## config.mk

```make
export PLATFORM = sky130hd
export DESIGN_NAME = uart_cmd_ctrl
export DESIGN_NICKNAME = d
export VERILOG_FILES = /design/src/rtl/uart_cmd_ctrl.sv
export SDC_FILE = /design/constraint.sdc
export NUM_CORES = 1
export LEC_CHECK = 0
export CAP_MARGIN = 20
export CORE_AREA = 4 4 81 64
export DETAILED_ROUTE_END_ITERATION = 7
export DIE_AREA = 0 0 85 68
export PLACE_DENSITY = 0.79
export SKIP_LAST_GASP = 1
export SYNTH_ARGS = -nofsm -noshare
export SYNTH_HDL_FRONTEND = slang
export SYNTH_SLANG_ARGS = --single-unit
```

## constraint.sdc

```tcl
create_clock -name clk -period 2.2 [get_ports clk]
set_input_delay 0.22 -clock clk [delete_from_list [all_inputs] [get_ports clk]]
set_output_delay 0.22 -clock clk [all_outputs]
set_load 0.05 [all_outputs]
```

## src/rtl/uart_cmd_ctrl.sv

```systemverilog
// rtl/uart_cmd_ctrl.sv - UART command frame parser driving a register write port
//
// Consumes bytes from uartrx over a 4-phase req/ack handshake, parses
// SYNC/ADDR/DATA/CHK frames and issues one register write per valid frame.
//
// Ports:
//   clk       system clock
//   rst       asynchronous active-high reset
//   rx_data   received byte, valid while rx_req=1
//   rx_req    byte-available request from uartrx
//   rx_ack    acknowledge to uartrx
//   wr_addr   write address
//   wr_data   write data
//   wr_en     write valid
//   wr_ready  register bank accepts write
//   frame_ok  one-cycle pulse after a write is accepted
//   err_cnt   saturating checksum/timeout error count
//   busy      high in any state other than IDLE
module uart_cmd_ctrl #(
  parameter logic [7:0] SYNC    = 8'hA5,
  parameter int         TIMEOUT = 4000
) (
  input  logic       clk,
  input  logic       rst,
  input  logic [7:0] rx_data,
  input  logic       rx_req,
  output logic       rx_ack,
  output logic [7:0] wr_addr,
  output logic [7:0] wr_data,
  output logic       wr_en,
  input  logic       wr_ready,
  output logic       frame_ok,
  output logic [7:0] err_cnt,
  output logic       busy
);

  // Counter only ever reaches TIMEOUT-1, so clog2(TIMEOUT) bits suffice.
  localparam int              CW       = (TIMEOUT > 2) ? $clog2(TIMEOUT) : 1;
  localparam logic [CW-1:0]   TMO_LAST = CW'(TIMEOUT - 1);

  typedef enum logic [2:0] {
    S_IDLE,
    S_ADDR,
    S_DATA,
    S_CHK,
    S_WRITE
  } state_t;

  state_t        state;
  state_t        state_d;
  logic [CW-1:0] tmo_cnt;
  logic [CW-1:0] tmo_cnt_d;

  logic          rx_ack_d;
  logic [7:0]    wr_addr_d;
  logic [7:0]    wr_data_d;
  logic          wr_en_d;
  logic          frame_ok_d;
  logic [7:0]    err_cnt_d;
  logic          busy_d;

  logic capture;
  logic in_frame;
  logic tmo_hit;
  logic chk_ok;
  logic accept;
  logic err_inc;

  // A new byte is taken only on the leading edge of req; WRITE holds off
  // the receiver by never raising ack.
  assign capture  = rx_req && !rx_ack && (state != S_WRITE);
  assign in_frame = (state == S_ADDR) || (state == S_DATA) || (state == S_CHK);
  // A capture in the final cycle rescues the frame.
  assign tmo_hit  = in_frame && !capture && (tmo_cnt == TMO_LAST);
  assign chk_ok   = (rx_data == (wr_addr ^ wr_data));
  assign accept   = wr_en && wr_ready;
  assign err_inc  = ((state == S_CHK) && capture && !chk_ok) || tmo_hit;

  // State and registered outputs
  always_ff @(posedge clk or posedge rst) begin
    if (rst) begin
      state    <= S_IDLE;
      tmo_cnt  <= '0;
      rx_ack   <= 1'b0;
      wr_addr  <= 8'h00;
      wr_data  <= 8'h00;
      wr_en    <= 1'b0;
      frame_ok <= 1'b0;
      err_cnt  <= 8'h00;
      busy     <= 1'b0;
    end else begin
      state    <= state_d;
      tmo_cnt  <= tmo_cnt_d;
      rx_ack   <= rx_ack_d;
      wr_addr  <= wr_addr_d;
      wr_data  <= wr_data_d;
      wr_en    <= wr_en_d;
      frame_ok <= frame_ok_d;
      err_cnt  <= err_cnt_d;
      busy     <= busy_d;
    end
  end

  // Next state
  always_comb begin
    state_d = state;
    case (state)
      S_IDLE: begin
        if (capture && (rx_data == SYNC)) state_d = S_ADDR;
      end
      S_ADDR: begin
        if (capture)      state_d = S_DATA;
        else if (tmo_hit) state_d = S_IDLE;
      end
      S_DATA: begin
        if (capture)      state_d = S_CHK;
        else if (tmo_hit) state_d = S_IDLE;
      end
      S_CHK: begin
        if (capture)      state_d = chk_ok ? S_WRITE : S_IDLE;
        else if (tmo_hit) state_d = S_IDLE;
      end
      S_WRITE: begin
        if (accept) state_d = S_IDLE;
      end
      default: state_d = S_IDLE;
    endcase
  end

  // Next values of the registered outputs
  always_comb begin
    rx_ack_d   = rx_ack;
    wr_addr_d  = wr_addr;
    wr_data_d  = wr_data;
    err_cnt_d  = err_cnt;
    tmo_cnt_d  = '0;

    if (capture)     rx_ack_d = 1'b1;
    else if (!rx_req) rx_ack_d = 1'b0;

    if ((state == S_ADDR) && capture) wr_addr_d = rx_data;
    if ((state == S_DATA) && capture) wr_data_d = rx_data;

    if (err_inc && (err_cnt != 8'hFF)) err_cnt_d = err_cnt + 8'd1;

    // Clearing on capture also covers entry to ADDR.
    if (in_frame && !capture && !tmo_hit) tmo_cnt_d = tmo_cnt + 1'b1;

    wr_en_d    = (state_d == S_WRITE);
    frame_ok_d = accept;
    busy_d     = (state_d != S_IDLE);
  end

endmodule

```

# Word-level counts from Yosys, hierarchy flattened
# Index checks and enable logic that the tools add are counted.
[word_totals]
ff_bits = 43
in_bits = 12
[classes]
addsub = 2
eq_ne = 11
n_mux = 11
n_bitwise = 1
reduce_logical = 21
[ops]
columns = ["op", "count"]
rows = [
  ["$mux W3", 7],
  ["$pmux W3 S5", 1],
  ["$add A12 B1 Y12 const B", 1],
  ["$eq A12 B12 Y1 const B", 1],
  ["$logic_and A1 B1 Y1", 12],
  ["$mux W12", 1],
  ["$add A8 B1 Y8 const B", 1],
  ["$eq A8 B8 Y1", 1],
  ["$eq A8 B8 Y1 const B", 1],
  ["$ne A8 B8 Y1 const B", 1],
  ["$xor A8 B8 Y8", 1],
  ["$eq A3 B2 Y1 const B", 2],
  ["$eq A3 B3 Y1 const B", 2],
  ["$logic_not A1 Y1", 4],
  ["$eq A3 B1 Y1 const B", 1],
  ["$logic_not A3 Y1", 1],
  ["$logic_or A1 B1 Y1", 3],
  ["$ne A3 B3 Y1 const B", 1],
  ["$reduce_bool A3 Y1", 1],
  ["$mux W1", 2],
  ["$ne A2 B1 Y1 const B", 1],
]

# Logic depth before layout (Yosys ltp)
# Gate-level depths: netlist (run 1).
[depth]
word_depth = 10
depth_mapped = 6
mapped_depth_nobuf = 6

# Least setup slack after synthesis (run 1)
# Ideal clock, no wire load.
[synth_timing]
path_type = "reg-to-reg"
from = "reg wr_data[0]"
to = "reg err_cnt[1]"
setup_time_ps = 125
arrival_time_ps = 1883
required_time_ps = 2075
slack_ps = 192
path_stages_with_launch = 6
path_buffers = 0
path_cell_list = "dfrtp_1 xnor3_2 nand4_4 o21bai_4 a21boi_2 mux2_4"
[synth_via]
elab_chain_len = 6
[synth_lines]
columns = ["element", "line_no", "rtl"]
rows = [
  ["start, declared", "29", "output logic [7:0] wr_data,"],
  ["start signal, assigned", "96", "wr_data <= wr_data_d;"],
  ["$xor A8 B8 Y8", "75", "assign chk_ok = (rx_data == (wr_addr ^ wr_data));"],
  ["$eq A8 B8 Y1", "75", ""],
  ["$logic_not A1 Y1", "77", "assign err_inc = ((state == S_CHK) && capture && !chk_ok) || tmo_hit;"],
  ["$logic_and A1 B1 Y1", "77", ""],
  ["$logic_or A1 B1 Y1", "77", ""],
  ["$logic_and A1 B1 Y1", "144", "if (err_inc && (err_cnt != 8'hFF)) err_cnt_d = err_cnt + 8'd1;"],
  ["end signal, assigned", "99", "err_cnt <= err_cnt_d;"],
  ["end, declared", "33", "output logic [7:0] err_cnt,"],
]
# Every way passes these cells.
# A chain may end at the register's enable or synchronous reset.

# Worst setup path in the final report (run 1)
[layout_timing]
from = "reg tmo_cnt[0]"
to = "reg err_cnt[1]"
[layout_via]
elab_chain_len = 4
[layout_lines]
columns = ["element", "line_no", "rtl"]
rows = [
  ["start, declared", "51", "logic [CW-1:0] tmo_cnt;"],
  ["start signal, assigned", "93", "tmo_cnt <= tmo_cnt_d;"],
  ["$eq A12 B12 Y1", "74", "assign tmo_hit = in_frame && !capture && (tmo_cnt == TMO_LAST);"],
  ["$logic_and A1 B1 Y1", "74", ""],
  ["$logic_or A1 B1 Y1", "77", ""],
  ["$logic_and A1 B1 Y1", "144", ""],
]
# Every way passes these cells.

==> load_flow_metrics.sql, run 1 <==
INSERT INTO impl_metrics (metric_group, metric, value, unit) VALUES
('outcome', 'status', 'completed', ''),
('setup_path', 'worstRegToRegCells', '6', ''),
('global_route', 'met1_usage', '0.1978', ''),
('clock_network', 'worst_setup_hold_path_clk_slew', '0.09', 'ns'),
('timing', 'worst_slew_pin_slew', '0.5339', 'ns'),
('yosys', 'synth-seq-area-share', '0.4802', ''),
('flow_run', 'max_cap_viol_count', '0', ''),
('setup_path', 'critical_path_cell_list', 'ha_1 -> and4_1 -> and4bb_2 -> nand2_4 -> a21boi_2 -> mux2_4', ''),
('detailed_routing', 'drtIter0Drc', '50', ''),
('detailed_routing', 'route.detailed.vias_per_inst', '5.229', ''),
('detailed_routing', 'detail_route.wirelength', '4091', 'um'),
('floorplanning', 'fp-row-count', '21', ''),
('clock_network', 'max-clock-path-buffers', '2', ''),
('clock_network', 'post-cts-setup-buffer-count', '0', ''),
('timing', 'grt_setup_unrepaired', 'false', ''),
('detailed_routing', 'avgRoutedWirePerCell', '14.61', 'um'),
('clock_network', 'clock_root_buffer', 'clkbuf_8', ''),
('global_route', 'grt_max_degree', '44', ''),
('setup_path', 'worstPathBufferInverterCount', '0', ''),
('global_route', 'grt_util_met2', '0.2558', ''),
('setup_path', 'cpMaxStageDelayCell', 'dfrtp_1', ''),
('detailed_routing', 'detail-route-antenna-nets', '0', ''),
('timing', 'finalHoldWorstSlack', '0.3655', 'ns'),
('global_route', 'grt_pass1_vias', '1521', ''),
('worst_hold_path', 'worst_hold_path_type', 'in -> async', ''),
('timing', 'setup_tns', '0', 'ns'),
('yosys', 'number_of_synthesized_flops_with_an_enable_pin', '0', ''),
('yosys', 'syn_inst', '175', ''),
('global_route', 'grt.total_usage', '0.1540', ''),
('timing', 'post-route-min-period', '1.961', 'ns'),
('place', 'port_buffers', '39', ''),
('layout', 'layout.core_utilization', '0.6513', ''),
('floorplanning', 'initial_utilization', '0.5107', ''),
('global_route', 'gr-usage-met3', '0.05054', ''),
('pwr', 'power.switching_fraction', '0.4179', ''),
('global_route', 'top_usage_layer', 'met2', ''),
('timing', 'layout_worst_path_cycle_share', '0.8913', ''),
('timing', 'fmaxAchievable', '510.0', 'MHz'),
('setup_path', 'required', '2.39', 'ns'),
('yosys', 'netlist_area', '0.002241', 'mm2'),
('setup_path', 'timing_worst_setup_path_type', 'reg -> reg', ''),
('place', 'detailed_place_hpwl', '2960', 'um'),
('place', 'place_congestion', '0.7609', ''),
('floorplanning', 'floorplan.core_area', '0.004388', 'mm2'),
('timing', 'fin_skew', '0.008226', 'ns'),
('clock_network', 'tritoncts', 'done', ''),
('timing', 'drv_slew', '0', ''),
('place', 'dp.cells', '272', ''),
('timing', 'timing.max_slew.rel_slack', '0.6441', ''),
('clock_network', 'cts-buffers-inserted', '5', ''),
('global_route', 'grt_first_pass_wirelength', '7107', 'um'),
('yosys', 'ys.flop_type', 'dfrtp_1', ''),
('floorplanning', 'num_io_pins', '40', ''),
('pwr', 'vdd_ir_drop_max', '0.7401', 'mV'),
('yosys', 'async_flop_share', '1.000', ''),
('setup_path', 'timing.critical_path.max_delay_family', 'simple AND/OR/NAND/NOR gates', ''),
('timing', 'timing.final.hold_violations', '0', ''),
('layout', 'area_growth', '27.53', '%'),
('pwr', 'power_switching', '1.626', 'mW'),
('yosys', 'post_synthesis_cell_type_count', '37', ''),
('layout', 'diodes', '0', ''),
('clock_network', 'cts-htree-levels', '2', ''),
('floorplanning', 'die_height', '68', 'um'),
('floorplanning', 'die_w', '85', 'um'),
('detailed_routing', 'num_vias', '1464', ''),
('layout', 'layout.cell_area.non_filler', '0.002858', 'mm2'),
('clock_network', 'cts.sinks', '43', ''),
('setup_path', 'cp-end-kind', 'flop', ''),
('pwr', 'clock_power_share', '0.189', ''),
('detailed_routing', 'drt_first_pass_iters', '3', ''),
('pwr', 'cellInternalPower', '2.265', 'mW');
## metrics by stage
stage	setup WS (ns)	total power, mW
after CTS	0.2296	3.932
after global placement	0.1320	3.158
after floorplan	0.1923	2.638
after global routing	0.1207	4.086
final	0.2391	3.891
after detailed placement	0.1117	3.186
## path summary, 6_finish.rpt
path / from / to / slack (ns)
max: tmo_cnt[0]$_DFF_PP0_ / err_cnt[1]$_DFFE_PP0P_ / 0.24
min: rst / wr_addr[5]$_DFFE_PP0P_ / 0.37
max reg2reg: tmo_cnt[0]$_DFF_PP0_ / err_cnt[1]$_DFFE_PP0P_ / 0.24
min reg2reg: tmo_cnt[0]$_DFF_PP0_ / tmo_cnt[0]$_DFF_PP0_ / 0.50
max in group asynchronous: rst / tmo_cnt[0]$_DFF_PP0_ / 1.47
min in group clk: wr_ready / frame_ok$_DFF_PP0_ / 0.50
## power groups by stage
stage          sequential, mW  combinational [mW]  clock [mW]
3_3_place_gp             1.26                1.90           0
2_1_floorplan            1.85               0.787           0
4_1_cts                  1.25                1.93       0.751
5_1_grt                  1.29                2.01       0.790
3_5_place_dp             1.27                1.92           0
6_report                 1.25                1.90       0.735
## cell usage after synthesis (2+ instances only)
master    count  share of area
buf_2         3         0.0067
xnor3_2       2          0.021
and4bb_2      3          0.017
a21oi_2       5          0.020
nor3_2        2         0.0089
nor2_1       15          0.025
nand2_1      12          0.020
nand2b_1      4          0.011
dfrtp_1      43           0.48
nand4_4       2          0.019
and2_1        2         0.0056
nor2b_1       2         0.0056
or3_1         2         0.0056
ha_1          2          0.011
xnor2_1       4          0.016
nand4_1       2         0.0056
a21boi_2      2          0.010
xor2_1        8          0.031
inv_1         4         0.0067
xnor3_1       6          0.060
and3_1        5          0.014
nand3_1       8          0.018
o21a_1        2         0.0067
mux2_1       22           0.11
## registers in the layout, summed over array words and instances, names as in the netlist
signal / flops
rx_ack: 1
wr_data: 8
busy: 1
tmo_cnt: 12
err_cnt: 8
state: 3
wr_addr: 8
wr_en: 1
frame_ok: 1
## metal layers
metal	up-vias	part of all wire
met2	33	0.45
met1	717	0.48
li1	709	-
met4	0	0.0059
met3	5	0.062
met5	-	0
## tightest hold or removal path, cell delays in order
cell and delay, ns:
clkdlybuf4s50_1 0.40, inv_1 0.05, buf_4 0.45
## final cells by class
| cell class | count | area (um2) |
|---|---|---|
| fillers | 330 | 1530 |
| well taps | 57 | 71.32 |
| repair buffers | 44 | 427.9 |
| multi-input cells | 124 | 1131 |
| clock inverters | 3 | 67.56 |
| clock buffers | 5 | 68.82 |
| flip-flops and latches | 43 | 1076 |
| inverters | 4 | 15.01 |
## placed cells by master, fill, tap and decap left out, drive strengths merged, types with 2 or more instances in the layout
| cell | synthesis | routed |
|---|---|---|
| buf | 3 | 5 |
| and2 | 2 | 2 |
| nand2 | 13 | 13 |
| o21a | 2 | 2 |
| nand4 | 4 | 4 |
| mux2 | 23 | 23 |
| bufinv | 0 | 2 |
| xor2 | 8 | 8 |
| and3 | 5 | 5 |
| nor3 | 2 | 2 |
| inv | 4 | 4 |
| xnor3 | 8 | 8 |
| or3 | 2 | 2 |
| xnor2 | 4 | 4 |
| a21oi | 6 | 6 |
| clkdlybuf4s50 | 0 | 39 |
| dfrtp | 43 | 43 |
| nor2b | 2 | 2 |
| clkbuf | 1 | 5 |
| and4bb | 3 | 3 |
| a21boi | 2 | 2 |
| ha | 2 | 2 |
| nand3 | 8 | 8 |
| nor2 | 15 | 15 |
| nand2b | 4 | 4 |
## kinds of logic after synthesis
kind of cell	share of synthesized area
xor gates and xnor gates	0.1284
AOI/OAI and AO/OA	0.05918
muxes	0.1173
DFF	0.4802
buffers and inverters	0.01507
and+or+nand+nor	0.1887
adders and majority gates	0.01117
Note: power is estimated with default switching activity, not from simulation.
==> inputs of run 2 (changes only) <==
--- a/config.mk
+++ b/config.mk
@@ -6,9 +6,9 @@
 export NUM_CORES = 1
 export LEC_CHECK = 0
 export CAP_MARGIN = 20
-export CORE_AREA = 4 4 81 64
+export CORE_AREA = 2 2 79 62
 export DETAILED_ROUTE_END_ITERATION = 7
-export DIE_AREA = 0 0 85 68
+export DIE_AREA = 0 0 81 64
 export PLACE_DENSITY = 0.79
 export SKIP_LAST_GASP = 1
 export SYNTH_ARGS = -nofsm -noshare
==> load_flow_metrics.sql, run 2 (synthesis gave the netlist of run 1 again) <==
INSERT INTO impl_metrics (metric_group, metric, value, unit) VALUES
('outcome', 'status', 'completed', ''),
('floorplanning', 'die_w', '81', 'um'),
('timing', 'fin_skew', '0.009980', 'ns'),
('setup_path', 'register_to_register_setup_slack', '0.23', 'ns'),
('pwr', 'comb_power_share', '0.490', ''),
('layout', 'largest-register', 'tmo_cnt', ''),
('timing', 'timing.final.hold_violations', '0', ''),
('timing', 'final_setup_violation_count', '0', ''),
('global_route', 'grt_pass1_vias', '1429', ''),
('timing', 'post-route-min-period', '1.972', 'ns'),
('pwr', 'cellInternalPower', '2.263', 'mW'),
('layout', 'most-common-layout-cells', 'dfrtp_1 (43), clkdlybuf4s50_1 (39), mux2_1 (22)', ''),
('floorplanning', 'die_height', '64', 'um'),
('clock_network', 'cts-buffers-inserted', '5', ''),
('pwr', 'power_switching', '1.610', 'mW'),
('clock_network', 'cts_repair_resize_count', '0', ''),
('setup_path', 'critical_path.endpoint', 'err_cnt[1]$_DFFE_PP0P_', ''),
('setup_path', 'crit_fanout', '7', ''),
('global_route', 'grt.total_usage', '0.1732', ''),
('global_route', 'grt_antenna_before_repair', '0', ''),
('pwr', 'power.switching_fraction', '0.4156', ''),
('floorplanning', 'floorplan.core_area', '0.004362', 'mm2'),
('detailed_routing', 'avgRoutedWirePerCell', '14.39', 'um'),
('clock_network', 'max-clock-path-buffers', '2', ''),
('detailed_routing', 'drcViolationCount', '0', ''),
('setup_path', 'cp-end-kind', 'flop', ''),
('clock_network', 'worst_setup_hold_path_clk_slew', '0.08', 'ns'),
('floorplanning', 'dieArea', '0.005184', 'mm2'),
('global_route', 'grt_first_pass_wirelength', '6803', 'um'),
('floorplanning', 'initial_utilization', '0.5138', ''),
('setup_path', 'worst_setup_path_startpoint', 'tmo_cnt[0]$_DFF_PP0_', ''),
('setup_path', 'worstRegToRegCells', '6', ''),
('pwr', 'clock_power_share', '0.187', ''),
('setup_path', 'required', '2.38', 'ns'),
('place', 'post_dp_cell_area', '0.002729', 'mm2'),
('pwr', 'pwr_density_cell', '1352', 'mW/mm2'),
('place', 'port_buffers', '39', ''),
('timing', 'worst_slew_pin_slew', '0.5264', 'ns'),
('detailed_routing', 'route.detailed.vias_per_inst', '5.181', ''),
('floorplanning', 'num_io_pins', '40', ''),
('global_route', 'grt_overflow_total', '0', ''),
('detailed_routing', 'drtIter0Drc', '57', ''),
('clock_network', 'clock_root_buffer', 'clkbuf_8', ''),
('layout', 'diodes', '0', ''),
('setup_path', 'worstReg2RegEnd', 'err_cnt[1]$_DFFE_PP0P_', ''),
('clock_network', 'tritoncts', 'done', ''),
('clock_network', 'cts-htree-levels', '2', ''),
('timing', 'setup_tns', '0', 'ns'),
('timing', 'layout_worst_path_cycle_share', '0.8965', ''),
('setup_path', 'worst_reg2reg_startpoint', 'tmo_cnt[0]$_DFF_PP0_', ''),
('layout', 'layout_commonest_cell', 'dfrtp_1', ''),
('detailed_routing', 'num_vias', '1456', ''),
('layout', 'fin_nets', '237', ''),
('layout', 'layout.cell_area.non_filler', '0.002865', 'mm2'),
('setup_path', 'timing_worst_setup_path_type', 'reg -> reg', ''),
('floorplanning', 'fp-row-count', '21', ''),
('layout', 'drive_above_1_share', '0.1563', ''),
('clock_network', 'cts_hold_repair.buffers', '0', ''),
('timing', 'timing.max_slew.rel_slack', '0.6491', ''),
('setup_path', 'timing.critical_path.arrival', '2.15', 'ns'),
('layout', 'area_growth', '27.86', '%'),
('layout', 'largest_register_ffs', '12', ''),
('pwr', 'power_leakage', '1.283', 'nW'),
('worst_hold_path', 'worst_hold_path_type', 'in -> async', ''),
('place', 'place_congestion', '0.7478', ''),
('pwr', 'vdd_ir_drop_max', '0.8092', 'mV'),
('place', 'detailed_place_hpwl', '2941', 'um'),
('detailed_routing', 'detail-route-antenna-nets', '0', ''),
('detailed_routing', 'detail_route.wirelength', '4043', 'um'),
('clock_network', 'cts.sinks', '43', ''),
('layout', 'final.fill_count', '339', ''),
('timing', 'fmaxAchievable', '507.0', 'MHz'),
('flow_run', 'max_cap_viol_count', '0', ''),
('setup_path', 'cp_startpoint_kind', 'flop', ''),
('clock_network', 'clock_latency_reported_for_the_late_side_of_the_worst_skew_pair', '0.30', 'ns'),
('pwr', 'seq_power_share', '0.323', ''),
('timing', 'grt_setup_unrepaired', 'false', ''),
('layout', 'layout.core_utilization', '0.6569', ''),
('global_route', 'grt_max_degree', '44', ''),
('clock_network', 'post-cts-setup-buffer-count', '0', ''),
('detailed_routing', 'drt_first_pass_iters', '4', ''),
('timing', 'drv_slew', '0', '');
## run 2: changes by cell type in the layout (fill, tap and decap cells not counted), sizes merged
cell / before / now
buf: 5 / 6
## run 2: worst max-delay path, cell delays in order (launching register included)
cell and delay [ns]:
dfrtp_1 0.39, ha_1 0.22, and4_1 0.28, and4bb_2 0.32, nand2_4 0.12, a21boi_2 0.22, mux2_4 0.31
## run 2: cell type report
class / instances / area, um2 / share of cell area
Clock buffer: 5 / 68.82 / 0.02402
Multi-Input combinational cell: 124 / 1131 / 0.3948
Timing Repair Buffer: 45 / 435.4 / 0.1520
Clock inverter: 3 / 67.56 / 0.02358
Inverter: 4 / 15.01 / 0.005240
Tap cell: 57 / 71.32 / 0.02489
Sequential cell: 43 / 1076 / 0.3755
## run 2: metal layers
layer,share of wire,GRT usage,vias to the layer above,routed length [um]
met5,0,0,-,0
met4,0.0067,0.04449,0,27
met3,0.046,0.05932,4,187
met2,0.45,0.2552,28,1837
met1,0.49,0.2462,715,1991
li1,-,-,709,-
## run 2: power groups by stage
| stage | Clock, mW | Sequential [mW] | Combinational (mW) |
|---|---|---|---|
| global placement | 0 | 1.26 | 1.89 |
| finish | 0.724 | 1.25 | 1.90 |
| floorplan | 0 | 1.85 | 0.787 |
| global route | 0.783 | 1.28 | 2.00 |
| detailed placement | 0 | 1.26 | 1.91 |
| CTS | 0.742 | 1.25 | 1.92 |
## run 2: worst min path at each step
stage | startpoint | endpoint | slack, ns | cells past startpoint
floorplan | rx_data[0] | wr_data[0]$_DFFE_PP0P_ | 0.35 | 1
global placement | tmo_cnt[0]$_DFF_PP0_ | tmo_cnt[0]$_DFF_PP0_ | 0.48 | 1
detailed placement | tmo_cnt[0]$_DFF_PP0_ | tmo_cnt[0]$_DFF_PP0_ | 0.48 | 1
CTS | rst | wr_data[1]$_DFFE_PP0P_ | 0.37 | 3
global route | rst | wr_data[1]$_DFFE_PP0P_ | 0.42 | 3
finish | rst | wr_data[5]$_DFFE_PP0P_ | 0.36 | 3
## run 2: metrics by stage
step	hold WS, ns	setup WS, ns	std cells	total power, mW
6_report	0.3554	0.2277	281	3.873
3_5_place_dp	0.4824	0.1105	273	3.175
5_1_grt	0.4186	0.1037	281	4.071
4_1_cts	0.3706	0.2379	281	3.910
2_1_floorplan	0.3517	0.1923	175	2.638
3_3_place_gp	0.4768	0.1368	273	3.153
